$ cat src/rtl/vga_tx_if.sv
// vga_tx_if: BRAM read port and VGA pin bundle of the display path.
// master = vga_tx (issues reads, drives pins); slave = BRAM read port / DAC side.
interface vga_tx_if;
  logic [13:0] BRAM_ADDR;
  logic        BRAM_RE;
  logic [7:0]  BRAM_DOUT;
  logic        VGA_HS;
  logic        VGA_VS;
  logic        VGA_DE;
  logic [7:0]  VGA_VIDEO;
  logic        FRAME_START;

  modport master (
    output BRAM_ADDR, BRAM_RE,
    input  BRAM_DOUT,
    output VGA_HS, VGA_VS, VGA_DE, VGA_VIDEO, FRAME_START
  );

  modport slave (
    input  BRAM_ADDR, BRAM_RE,
    output BRAM_DOUT,
    input  VGA_HS, VGA_VS, VGA_DE, VGA_VIDEO, FRAME_START
  );
endinterface

$ cat src/rtl/vga_tx.sv
// vga_tx: VGA raster timing plus frame-buffer readout into a fixed window.
// Latency from raster position to pins is 2 clocks: stage 1 registers the BRAM
// read request, stage 2 is the BRAM's own output register together with the
// delayed sync/DE/window flags.
// Build option: define VGA_TX_SCALE2_EN to replicate each stored pixel 2x2.
module vga_tx #(
  parameter int H_VIS  = 640,
  parameter int H_FP   = 16,
  parameter int H_SYNC = 96,
  parameter int H_BP   = 48,
  parameter int V_VIS  = 480,
  parameter int V_FP   = 10,
  parameter int V_SYNC = 2,
  parameter int V_BP   = 33,
  parameter int IMG_W  = 128,
  parameter int IMG_H  = 128,
  parameter int X0     = 64,
  parameter int Y0     = 48
) (
  input  logic     V_CLK,
  input  logic     RST_N,
  input  logic     ENABLE,
  vga_tx_if.master vif
);

`ifdef VGA_TX_SCALE2_EN
  localparam int S = 2;
`else
  localparam int S = 1;
`endif

  localparam int H_TOT = H_VIS + H_FP + H_SYNC + H_BP;
  localparam int V_TOT = V_VIS + V_FP + V_SYNC + V_BP;
  localparam int HW    = $clog2(H_TOT);
  localparam int VW    = $clog2(V_TOT);

  localparam logic [HW-1:0] H_LAST  = HW'(H_TOT - 1);
  localparam logic [HW-1:0] H_VIS_C = HW'(H_VIS);
  localparam logic [HW-1:0] HS_BEG  = HW'(H_VIS + H_FP);
  localparam logic [HW-1:0] HS_END  = HW'(H_VIS + H_FP + H_SYNC);
  localparam logic [HW-1:0] WX_BEG  = HW'(X0);
  localparam logic [HW-1:0] WX_END  = HW'(X0 + S * IMG_W);
  localparam logic [VW-1:0] V_LAST  = VW'(V_TOT - 1);
  localparam logic [VW-1:0] V_VIS_C = VW'(V_VIS);
  localparam logic [VW-1:0] VS_BEG  = VW'(V_VIS + V_FP);
  localparam logic [VW-1:0] VS_END  = VW'(V_VIS + V_FP + V_SYNC);
  localparam logic [VW-1:0] WY_BEG  = VW'(Y0);
  localparam logic [VW-1:0] WY_END  = VW'(Y0 + S * IMG_H);
  localparam logic [13:0]   IMG_W_C = 14'(IMG_W);

  typedef struct packed {
    logic vis;
    logic hs;
    logic vs;
    logic win;
    logic fs;
  } ctl_t;

  localparam ctl_t CTL_IDLE = '{vis: 1'b0, hs: 1'b1, vs: 1'b1, win: 1'b0, fs: 1'b0};

  logic [HW-1:0] h_cnt;
  logic [VW-1:0] v_cnt;
  ctl_t          ctl0, ctl1, ctl2;
  logic          win_row;
  logic          col_step;
  logic          line_adv;
  logic [13:0]   line_base;
  logic [13:0]   addr_q;
  logic          re_q;

  // raster position; held at the origin while disabled
  always_ff @(posedge V_CLK or negedge RST_N) begin
    if (!RST_N) begin
      h_cnt <= '0;
      v_cnt <= '0;
    end else if (!ENABLE) begin
      h_cnt <= '0;
      v_cnt <= '0;
    end else if (h_cnt == H_LAST) begin
      h_cnt <= '0;
      v_cnt <= (v_cnt == V_LAST) ? '0 : v_cnt + 1'b1;
    end else begin
      h_cnt <= h_cnt + 1'b1;
    end
  end

  assign win_row = (v_cnt >= WY_BEG) && (v_cnt < WY_END);

  // stage 0: decode flags from the current raster position
  always_comb begin
    ctl0     = CTL_IDLE;
    ctl0.vis = (h_cnt < H_VIS_C) && (v_cnt < V_VIS_C);
    ctl0.hs  = !((h_cnt >= HS_BEG) && (h_cnt < HS_END));
    ctl0.vs  = !((v_cnt >= VS_BEG) && (v_cnt < VS_END));
    ctl0.win = win_row && (h_cnt >= WX_BEG) && (h_cnt < WX_END);
    ctl0.fs  = (h_cnt == '0) && (v_cnt == '0);
  end

`ifdef VGA_TX_SCALE2_EN
  // column address moves on even window offsets; the line base only moves
  // after the second (odd-offset) repetition of a stored line
  assign col_step = ~(h_cnt[0] ^ WX_BEG[0]);
  assign line_adv = v_cnt[0] ^ WY_BEG[0];
`else
  assign col_step = 1'b1;
  assign line_adv = 1'b1;
`endif

  // stage 1: BRAM read request built incrementally from the line base
  always_ff @(posedge V_CLK or negedge RST_N) begin
    if (!RST_N) begin
      addr_q    <= '0;
      re_q      <= 1'b0;
      line_base <= '0;
      ctl1      <= CTL_IDLE;
    end else if (!ENABLE) begin
      addr_q    <= '0;
      re_q      <= 1'b0;
      line_base <= '0;
      ctl1      <= CTL_IDLE;
    end else begin
      ctl1 <= ctl0;
      re_q <= ctl0.win;
      if (v_cnt >= V_VIS_C) begin
        addr_q    <= '0;
        line_base <= '0;
      end else begin
        if (ctl0.win) begin
          if (h_cnt == WX_BEG)
            addr_q <= line_base;
          else if (col_step)
            addr_q <= addr_q + 14'd1;
        end
        if (win_row && (h_cnt == H_LAST) && line_adv)
          line_base <= line_base + IMG_W_C;
      end
    end
  end

  // stage 2: flags aligned with the BRAM output register
  always_ff @(posedge V_CLK or negedge RST_N) begin
    if (!RST_N)
      ctl2 <= CTL_IDLE;
    else if (!ENABLE)
      ctl2 <= CTL_IDLE;
    else
      ctl2 <= ctl1;
  end

  assign vif.BRAM_ADDR   = addr_q;
  assign vif.BRAM_RE     = re_q;
  assign vif.VGA_HS      = ctl2.hs;
  assign vif.VGA_VS      = ctl2.vs;
  assign vif.VGA_DE      = ctl2.vis;
  assign vif.FRAME_START = ctl2.fs;
  // BRAM data is gated by registered flags only, so an async reset blanks it at once
  assign vif.VGA_VIDEO   = (ctl2.win && ctl2.vis) ? vif.BRAM_DOUT : 8'h00;

endmodule

$ cat src/flat_wrapper.sv
// flat-port wrapper written by rule: the top's interface ports become plain ports
module vga_tx_flat 
#(
  parameter int H_VIS  = 640,
  parameter int H_FP   = 16,
  parameter int H_SYNC = 96,
  parameter int H_BP   = 48,
  parameter int V_VIS  = 480,
  parameter int V_FP   = 10,
  parameter int V_SYNC = 2,
  parameter int V_BP   = 33,
  parameter int IMG_W  = 128,
  parameter int IMG_H  = 128,
  parameter int X0     = 64,
  parameter int Y0     = 48
)
  (V_CLK, RST_N, ENABLE, vif_BRAM_ADDR, vif_BRAM_RE, vif_BRAM_DOUT, vif_VGA_HS, vif_VGA_VS, vif_VGA_DE, vif_VGA_VIDEO, vif_FRAME_START);
  vga_tx_if vif_i ();
  input  logic V_CLK;
  input  logic RST_N;
  input  logic ENABLE;
  output wire logic [$bits(vif_i.BRAM_ADDR)-1:0] vif_BRAM_ADDR;
  output wire logic [$bits(vif_i.BRAM_RE)-1:0] vif_BRAM_RE;
  input wire logic [$bits(vif_i.BRAM_DOUT)-1:0] vif_BRAM_DOUT;
  output wire logic [$bits(vif_i.VGA_HS)-1:0] vif_VGA_HS;
  output wire logic [$bits(vif_i.VGA_VS)-1:0] vif_VGA_VS;
  output wire logic [$bits(vif_i.VGA_DE)-1:0] vif_VGA_DE;
  output wire logic [$bits(vif_i.VGA_VIDEO)-1:0] vif_VGA_VIDEO;
  output wire logic [$bits(vif_i.FRAME_START)-1:0] vif_FRAME_START;
  assign vif_BRAM_ADDR = vif_i.BRAM_ADDR;
  assign vif_BRAM_RE = vif_i.BRAM_RE;
  assign vif_i.BRAM_DOUT = vif_BRAM_DOUT;
  assign vif_VGA_HS = vif_i.VGA_HS;
  assign vif_VGA_VS = vif_i.VGA_VS;
  assign vif_VGA_DE = vif_i.VGA_DE;
  assign vif_VGA_VIDEO = vif_i.VGA_VIDEO;
  assign vif_FRAME_START = vif_i.FRAME_START;
  vga_tx #(.H_VIS(H_VIS), .H_FP(H_FP), .H_SYNC(H_SYNC), .H_BP(H_BP), .V_VIS(V_VIS), .V_FP(V_FP), .V_SYNC(V_SYNC), .V_BP(V_BP), .IMG_W(IMG_W), .IMG_H(IMG_H), .X0(X0), .Y0(Y0)) u_core (.V_CLK(V_CLK), .RST_N(RST_N), .ENABLE(ENABLE), .vif(vif_i));
endmodule
$ cat config.mk
export PLATFORM = sky130hd
export DESIGN_NAME = vga_tx_flat
export DESIGN_NICKNAME = d
export VERILOG_FILES = /design/src/rtl/vga_tx_if.sv /design/src/rtl/vga_tx.sv /design/src/flat_wrapper.sv
export SDC_FILE = /design/constraint.sdc
export NUM_CORES = 1
export LEC_CHECK = 0
export BUFFER_PORTS_ARGS = -buffer_cell sky130_fd_sc_hd__buf_2
export CORE_UTILIZATION = 50
export CTS_BUF_LIST = sky130_fd_sc_hd__clkbuf_4 sky130_fd_sc_hd__clkbuf_8
export CTS_CLUSTER_DIAMETER = 150
export DETAILED_ROUTE_END_ITERATION = 12
export PLACE_DENSITY = 0.69
export SYNTH_ARGS = -nofsm -noshare
export SYNTH_HDL_FRONTEND = slang
export SYNTH_SLANG_ARGS = --single-unit
$ cat constraint.sdc
create_clock -name V_CLK -period 1.85 [get_ports V_CLK]
set_input_delay 0.2775 -clock V_CLK [delete_from_list [all_inputs] [get_ports V_CLK]]
set_output_delay 0.2775 -clock V_CLK [all_outputs]
set_load 0.02 [all_outputs]
==> results of run 1 <==
-- per-stage QoR --
| stage | power, µW | hold slack (ns) | area [µm²] | setup WS (ns) | setup TNS [ns] |
|---|---|---|---|---|---|
| finish | 1930 | 0.3400 | 3711 | -0.07938 | -0.4966 |
| global route | 2001 | 0.3561 | 3711 | -0.1673 | -1.656 |
| CTS | 1924 | 0.3406 | 3561 | -0.08727 | -0.4936 |
| detailed placement | 1283 | 0.2829 | 3397 | -0.1258 | -0.7232 |
| global placement | 1281 | 0.2842 | 3397 | -0.05924 | -0.2667 |
| floorplan | 1207 | -0.01809 | 2873 | -0.09961 | -0.3173 |
-- layer usage --
layer,track usage [%],vias up,routed length [µm]
li1,-,1279,-
met5,0,-,0
met2,39.91,74,3335
met4,5.472,0,68
met1,32.09,1289,3202
met3,3.412,7,316
-- final timing paths --
kind | start | to | slack, ns | cells after the start
max reg2reg | u_core.v_cnt[0] | u_core.v_cnt[2] | -0.08 | 9
min in group asynchronous | RST_N | u_core.vif.BRAM_ADDR[6] | 0.48 | 2
max in group asynchronous | RST_N | u_core.ctl1[3] | 0.76 | 3
min reg2reg | u_core.ctl1[4] | u_core.vif.VGA_DE | 0.47 | 1
min | ENABLE | u_core.vif.VGA_VS | 0.34 | 3
max | u_core.v_cnt[0] | u_core.v_cnt[2] | -0.08 | 9
-- cells in the mapped netlist (4+ instances only) --
cell type,instances,area [µm²]
nor4_1,5,31.28
nor2_1,26,97.59
a31oi_1,4,25.02
ha_1,6,75.07
nand2_1,25,93.84
nand4_1,11,68.82
dfstp_2,4,105.1
inv_1,11,41.29
and3_1,18,112.6
clkbuf_1,5,18.77
dfrtp_1,47,1176
a21oi_1,15,75.07
nand3_1,18,90.09
and2_1,7,43.79
buf_6,4,45.04
or3_1,5,31.28
o21ai_0,25,125.1
nand2b_1,4,25.02
nand4b_1,4,35.03
nor3_1,12,60.06
xor2_1,9,78.83
-- critical path, stage by stage (launching register included) --
cell and delay, ns:
dfrtp_1 0.40, inv_2 0.07, ha_2 0.16, or4b_4 0.48, o41ai_4 0.23, buf_4 0.17, nor2_4 0.07, buf_12 0.13
nand2_1 0.06, o21ai_1 0.05
-- cell families (layout without fill, tap and decap cells) --
| logic type | count (synthesis) | in the layout | share of synthesized area [%] |
|---|---|---|---|
| adder cells (fa/ha/maj) | 6 | 6 | 2.620 |
| flip-flops | 51 | 51 | 44.72 |
| AO/OA/AOI/OAI | 61 | 61 | 13.67 |
| AND/OR/NAND/NOR | 150 | 150 | 29.00 |
| XOR/XNOR | 13 | 13 | 4.236 |
| multiplexers | 1 | 1 | 0.3494 |
| buffers and inverters | 25 | 115 | 5.415 |
-- cell usage in the layout, fill, tap and decap left out, types with 3 or more instances in the layout --
| cell type | netlist | layout |
|---|---|---|
| and2_1 | 7 | 7 |
| buf_2 | 3 | 37 |
| nand2_1 | 25 | 25 |
| nand2b_1 | 4 | 4 |
| o21ai_1 | 0 | 13 |
| and3_1 | 18 | 17 |
| a31oi_1 | 4 | 4 |
| nor4_1 | 5 | 3 |
| or3_1 | 5 | 4 |
| clkbuf_8 | 0 | 5 |
| xor2_1 | 9 | 8 |
| ha_1 | 6 | 4 |
| or4_1 | 3 | 3 |
| nand4_1 | 11 | 11 |
| a21oi_1 | 15 | 12 |
| dfstp_2 | 4 | 4 |
| xnor2_1 | 3 | 3 |
| buf_12 | 0 | 3 |
| buf_4 | 1 | 54 |
| inv_1 | 11 | 10 |
| nor2_1 | 26 | 25 |
| nand3_1 | 18 | 16 |
| o21ai_0 | 25 | 12 |
| nor3_1 | 12 | 12 |
| dfrtp_1 | 47 | 47 |
| nand4b_1 | 4 | 4 |
-- area by class of cell --
type,instances,area (µm²)
fill,461,1795
multi-input combinational,231,1538
sequential,51,1281
timing repair buffer,96,671.9
tap,72,90.09
clock buffer,5,68.82
inverter,11,41.29
clock inverter,3,20.02
-- where the power goes --
group          leakage, µW  internal [µW]  total (µW)  switching (µW)
logic             0.000989           65.1         144            79.3
clock network    0.0000402            264         651             387
registers         0.000691           1130        1130            9.10
total              0.00172           1450        1930             476
-- flip-flops by register name (all words and copies together) (netlist names) --
name / flops
u_core.vif.VGA_DE: 1
u_core.vif.FRAME_START: 1
u_core.ctl2: 1
u_core.vif.VGA_VS: 1
u_core.vif.VGA_HS: 1
u_core.vif.BRAM_ADDR: 14
u_core.ctl1: 5
u_core.h_cnt: 10
u_core.line_base: 7
u_core.v_cnt: 10
-- repair_timing --
action / CTS / global route
setup endpoints to repair: 12 / 24
pin swaps: 2 / 12
setup buffers: 5 / 9
resized for setup: 11 / 20
endpoints found under the hold margin: 21 / 0
hold buffers: 1 / 0
gates cloned: 0 / 0
==> reports/metrics.yaml, run 1 <==
cp-start-kind: "flip-flop"
yosysUniqueCellTypes: 50
finalClockSkew_ns: 0.005944
postRouteAntennaNets: 0
path_class: "flip-flop to flip-flop"
cts_sinks: 51
diodes: 0
synth_area_mm2: 0.002865
nets: 413
clk_latency_ns: 0.31
syn_to_final_growth_pct: 29.52
layout_setup_ws_ns: -0.07938
crit_fanout: 8
rsz0062_at_grt: "true"
hold_class: "primary input to flip-flop"
io_pins: 38
gp_congestion: 0.8306
grt_pass1_vias: 2475
rows: 27
grt_max_degree: 31
synth_fp_nets: 324
clk_pin_slew_ns: 0.10
powerDensity_mw_per_mm2: 520.1
drv_slew: 0
finalSetupViolCount: 9
grt_antenna_before_repair: 0
drtIter0Drc: 168
hold_viol: 0
final_util_pct: 67.39
grt-ovfl-total: 0
die_w_um: 77.70
p_leak_uw: 0.001721
drt_wl_total_um: 6923
synth_edf_count: 0
cts.path.max_buffers: 2
ys_ff_latch: 51
wl_per_cell_um: 14.76
initial_core_util_pct: 52.03
die_y_um: 77.70
htree_num_levels: 2
fp.coreArea_mm2: 0.005507
cp.arrival_ns: 2.12
fin_crit_sh_pct: 104.3
critPathCaptureType: "flip-flop"
outcome: "finished, violations left"
hpwl_um: 4874
synth_flop_cell: "dfrtp_1"
syn_area_per_cell_um2: 9.333
ir_drop_mv: 0.4661
portBuffers: 37
ys_seq_area_share_pct: 44.72
synthArstFlopShare_pct: 100.0
vias: 2649
cts_buffers: 5
grt_pass1_wl_um: 11350
min_period_ns: 1.929
cp.required_ns: 2.04
drc_errors: 0
synth_cells: 307
dp_cells: 447
worst_pin_slew_ns: 0.6136
drv_cap: 0
dr.pass1.iters: 4
drive_gt1_share_pct: 34.26
dieArea_mm2: 0.006037
max-slew-margin-rel_pct: 58.94
cts_tree: "yes"
viasPerCell: 5.648
grt_usage_pct: 23.65
violations: "setup timing"
fmax_mhz: 518.3
yosys_warnings: 0
final_cells: 469
cts_root_buffer: "clkbuf_8"
Note: power is estimated with default switching activity, not from simulation.
==> run 2: changes to the inputs <==
--- a/config.mk
+++ b/config.mk
@@ -6,11 +6,14 @@
 export NUM_CORES = 1
 export LEC_CHECK = 0
 export BUFFER_PORTS_ARGS = -buffer_cell sky130_fd_sc_hd__buf_2
-export CORE_UTILIZATION = 50
+export CELL_PAD_IN_SITES_DETAIL_PLACEMENT = 0
+export CELL_PAD_IN_SITES_GLOBAL_PLACEMENT = 1
+export CORE_UTILIZATION = 41
 export CTS_BUF_LIST = sky130_fd_sc_hd__clkbuf_4 sky130_fd_sc_hd__clkbuf_8
 export CTS_CLUSTER_DIAMETER = 150
 export DETAILED_ROUTE_END_ITERATION = 12
-export PLACE_DENSITY = 0.69
+export PLACE_DENSITY = 0.74
+export RECOVER_POWER = 25
 export SYNTH_ARGS = -nofsm -noshare
 export SYNTH_HDL_FRONTEND = slang
 export SYNTH_SLANG_ARGS = --single-unit
==> run 2 against run 1 <==
The flow finishes with violations (DRC, setup timing). Sequential power is essentially flat. Critical path depth is the same. Register-to-register slack lost 0.02 ns. Utilization shrank 12 points. Non-clock buffer count grew 2. Routed wire length grew 5.5%. Largest cell class unchanged.
==> reports/metrics.yaml, run 2 (synthesis results as in run 1) <==
outcome: "finished, violations left"
violations: "DRC, setup timing"
design_area_mm2: 0.003740
layout_commonest_cell: "buf_4"
drt_wl_total_um: 7301
clk_latency_ns: 0.31
finalSetupViolCount: 8
grt_max_degree: 52
cts_sinks: 51
initial_core_util_pct: 42.41
final_cells: 480
dp_cells: 461
layout_setup_ws_ns: -0.09567
min_period_ns: 1.946
worst_pin_slew_ns: 1.153
fin_crit_sh_pct: 105.2
placed_area_mm2: 0.003440
slowest_delay_ns: 0.47
diodes: 0
postRouteAntennaNets: 0
multiInputGateArea_mm2: 0.001525
cp.required_ns: 2.04
portBuffers: 37
final_util_pct: 55.35
drtIter0Drc: 153
finalPower_uw: 2217
die_w_um: 85.60
cts_buffers: 5
fillers: 621
finalClockSkew_ns: 0.01274
holdWs_ns: 0.3503
dr_wl_met2_um: 3399
p_int_uw: 1728
switching_power_uw: 489.5
cts_tree: "yes"
hpwl_um: 5077
regArea_mm2: 0.001282
max-slew-margin-rel_pct: 23.11
cp-start-kind: "flip-flop"
powerDensity_mw_per_mm2: 592.9
hold_viol: 0
cts_root_buffer: "clkbuf_8"
fmax_mhz: 514.0
die_y_um: 85.60
gp_congestion: 0.7840
drv_slew: 0
critPathCaptureType: "flip-flop"
grt-ovfl-total: 0
critPathSlowestCell: "or4b_4"
rows: 30
cp.arrival_ns: 2.14
power_switching_share_pct: 22.08
path_cells: "inv_2 -> ha_1 -> or4b_4 -> o41ai_4 -> buf_4 -> buf_4 -> nor2_1 -> o21ai_1 -> o21ai_1"
p_comb_share_pct: 6.6
seq_power_share_pct: 51.1
largest_reg_flops: 14
htree_num_levels: 2
p_leak_uw: 0.001736
wl_met1_um: 3576
drive_gt1_share_pct: 34.75
dieArea_mm2: 0.007327
mostFrequentLayoutCells: "buf_4, dfrtp_1, buf_2"
crit_fanout: 5
drc_errors: 1
wl_met3_um: 236
vias: 2597
dr.max_layer_used: "met4"
hold_class: "primary input to flip-flop"
wl_per_cell_um: 15.21
grt_antenna_before_repair: 0
rsz0062_at_grt: "true"
io_pins: 38
nets: 416
grt_pass1_vias: 2491
drv_cap: 0
ir_drop_mv: 0.3194
viasPerCell: 5.410
syn_to_final_growth_pct: 30.52
fp.coreArea_mm2: 0.006756
p_clk_share_pct: 42.3
cts.path.max_buffers: 2
path_class: "flip-flop to flip-flop"
dr.pass1.iters: 8
grt_usage_pct: 20.81
clk_pin_slew_ns: 0.10
grt_pass1_wl_um: 12140
run 2: metrics by stage:
stage	worst slack, ns	setup TNS [ns]
2_1_floorplan	-0.09961	-0.3173
3_3_place_gp	-0.07010	-0.2123
3_5_place_dp	-0.1064	-0.5464
4_1_cts	-0.08380	-0.3815
5_1_grt	-0.1934	-1.308
6_report	-0.09567	-0.3672
run 2: power by group through the flow:
stage,Clock [µW],Combinational (µW),Sequential (µW)
floorplan,0,49.0,1160
global placement,0,135,1150
finish,939,146,1130
detailed placement,0,137,1150
CTS,954,142,1130
global route,984,164,1130
run 2: what timing repair did:
item	CTS	global route
pin swaps	4	6
buffers inserted	3	5
hold buffers	1	0
endpoints found under the setup margin	10	30
gates cloned	1	1
endpoints found under the hold margin	47	0
gates resized for setup	11	19
run 2: final timing paths:
path,slack [ns],startpoint,cells after the start,endpoint
max in group asynchronous,0.26,RST_N,3,u_core.vif.BRAM_ADDR[1]
min in group asynchronous,0.82,RST_N,3,u_core.vif.VGA_DE
worst max register to register,-0.1,u_core.v_cnt[0],9,u_core.v_cnt[6]
worst min register to register,0.49,u_core.ctl1[3],1,u_core.vif.VGA_HS
worst min-delay path,0.35,ENABLE,3,u_core.vif.VGA_HS
worst max-delay path,-0.1,u_core.v_cnt[0],9,u_core.v_cnt[6]
run 2: layout make-up:
cell class / instances / area share, %
tap: 80 / 2.676
timing repair buffer: 98 / 17.50
sequential: 51 / 34.29
multi-input combinational: 232 / 40.78
clock buffer: 5 / 1.840
inverter: 11 / 1.104
clock inverter: 3 / 1.807
run 2: worst max-delay path: cells and delay by family (launching register included):
family	cells	cell delay, ns
AO/OA/AOI/OAI	3	0.44
buffers and inverters	3	0.36
flip-flops	1	0.40
AND/OR/NAND/NOR	2	0.50
adder cells (fa/ha/maj)	1	0.13
run 2: routing by layer:
layer | vias to the layer above | GRT usage (%)
li1 | 1286 | -
met1 | 1253 | 28.92
met2 | 50 | 34.04
met3 | 8 | 2.887
met4 | 0 | 5.909
met5 | - | 0
==> run 3: changes to the inputs <==
--- a/config.mk
+++ b/config.mk
@@ -12,8 +12,9 @@
 export CTS_BUF_LIST = sky130_fd_sc_hd__clkbuf_4 sky130_fd_sc_hd__clkbuf_8
 export CTS_CLUSTER_DIAMETER = 150
 export DETAILED_ROUTE_END_ITERATION = 12
+export MAX_ROUTING_LAYER = met4
 export PLACE_DENSITY = 0.74
-export RECOVER_POWER = 25
+export RECOVER_POWER = 100
 export SYNTH_ARGS = -nofsm -noshare
 export SYNTH_HDL_FRONTEND = slang
 export SYNTH_SLANG_ARGS = --single-unit
==> run 3 against run 2 <==
The flow finishes with violations (setup timing). Sequential power hardly changed. Global-route usage is 0.61 points higher. Power is 0.29% lower. Clock skew is 0.0024 ns lower. Cell count stayed put. Critical path type unchanged. Highest routed layer unchanged.
==> reports/metrics.yaml, run 3 (synthesis results as in run 1) <==
fp.coreArea_mm2: 0.006756
grt_antenna_before_repair: 0
cts_buffers: 5
drtIter0Drc: 140
layout_setup_ws_ns: -0.09591
cts_sinks: 51
cts_tree: "yes"
p_leak_uw: 0.001608
drv_slew: 0
wl_met1_um: 3608
outcome: "finished, violations left"
viasPerCell: 5.410
regToRegEndpoint: "u_core.v_cnt[6]"
cp.arrival_ns: 2.14
rsz0062_at_grt: "true"
placed_area_mm2: 0.003440
min_period_ns: 1.946
rrSetupSlack_ns: -0.1
drt_wl_total_um: 7314
vias: 2597
path_class: "flip-flop to flip-flop"
wl_per_cell_um: 15.24
cts_root_buffer: "clkbuf_8"
dieArea_mm2: 0.007327
worst_pin_slew_ns: 1.270
hold_viol: 0
worstRegToRegCells: 9
mostFrequentLayoutCells: "buf_4, dfrtp_1, clkbuf_1"
diodes: 0
grt_usage_pct: 21.42
largest_reg_flops: 14
design_area_mm2: 0.003659
cts.path.max_buffers: 2
fin_crit_sh_pct: 105.2
drc_errors: 0
fmax_mhz: 513.9
cp.required_ns: 2.04
final_util_pct: 54.15
die_y_um: 85.60
cp-start-kind: "flip-flop"
htree_num_levels: 2
gp_congestion: 0.7949
postRouteAntennaNets: 0
io_pins: 38
ir_drop_mv: 0.3192
nets: 416
dp_cells: 461
wl_met3_um: 221
critPathCaptureType: "flip-flop"
hold_class: "primary input to flip-flop"
drive_gt1_share_pct: 25.50
die_w_um: 85.60
finalSetupViolCount: 9
layout_commonest_cell: "buf_4"
powerDensity_mw_per_mm2: 604.3
clk_latency_ns: 0.31
worstReg2RegStart: "u_core.v_cnt[0]"
clk_pin_slew_ns: 0.10
dr.max_layer_used: "met4"
cp-startpoint: "u_core.v_cnt[0]"
dr.pass1.iters: 4
hpwl_um: 5077
final_cells: 480
grt-ovfl-total: 0
dr_wl_met2_um: 3416
violations: "setup timing"
grt_max_degree: 52
portBuffers: 37
max-slew-margin-rel_pct: 15.31
crit_fanout: 5
rows: 30
syn_to_final_growth_pct: 27.69
grt_pass1_wl_um: 12120
drv_cap: 0
cp-endpoint: "u_core.v_cnt[6]"
grt_pass1_vias: 2490
initial_core_util_pct: 42.41
finalClockSkew_ns: 0.01035
## run 3: layout make-up
cell class | count | area [µm²]
fillers | 647 | 3098
well taps | 80 | 100.1
inverters | 11 | 41.29
repair buffers | 98 | 594.3
flip-flops and latches | 51 | 1281
clock inverters | 3 | 67.56
clock buffers | 5 | 68.82
multi-input cells | 232 | 1505
## run 3: how the worst min path moves through the flow
stage | from | endpoint | slack (ns) | cells past startpoint
after floorplan | RST_N | u_core.ctl1[0] | -0.02 | 0
after global placement | RST_N | u_core.h_cnt[4] | 0.29 | 2
after detailed placement | RST_N | u_core.h_cnt[5] | 0.30 | 2
after CTS | ENABLE | u_core.vif.VGA_HS | 0.34 | 3
after global routing | ENABLE | u_core.vif.VGA_VS | 0.38 | 3
final | ENABLE | u_core.vif.VGA_HS | 0.34 | 3
## run 3: per-layer routing
| metal | vias up | GRT usage (%) |
|---|---|---|
| met5 | - | - |
| met2 | 50 | 34.04 |
| li1 | 1292 | - |
| met4 | 0 | 5.909 |
| met1 | 1249 | 28.86 |
| met3 | 6 | 2.887 |
## run 3: per-stage QoR
stage | setup WS (ns) | hold WS, ns | total power (µW) | setup TNS (ns)
global placement | -0.07010 | 0.2927 | 1289 | -0.2123
finish | -0.09591 | 0.3419 | 2211 | -0.4202
detailed placement | -0.1064 | 0.2965 | 1291 | -0.5464
global route | -0.1952 | 0.3771 | 2278 | -5.177
floorplan | -0.09961 | -0.01809 | 1207 | -0.3173
CTS | -0.08380 | 0.3434 | 2229 | -0.3815
## run 3: timing repair
action	4_1_cts	5_1_grt
pin swaps	4	6
hold buffers	1	0
hold endpoints to repair	47	0
resized for setup	11	19
endpoints found under the setup margin	10	30
buffers inserted	3	5
cloned	1	1
## run 3: where the power goes
group	switching, µW	total, µW	internal [µW]
clock	395	935	540
combinational	82.0	143	61.4
sequential	7.28	1130	1130
total	484	2210	1730
## run 3: critical path, stage by stage, from the launching register on
cell     delay, ns
dfrtp_1       0.40
inv_2         0.06
ha_1          0.13
or4b_4        0.47
o41ai_4       0.25
buf_4         0.20
buf_4         0.10
nor2_1        0.03
o21ai_1       0.12
o21ai_1       0.07
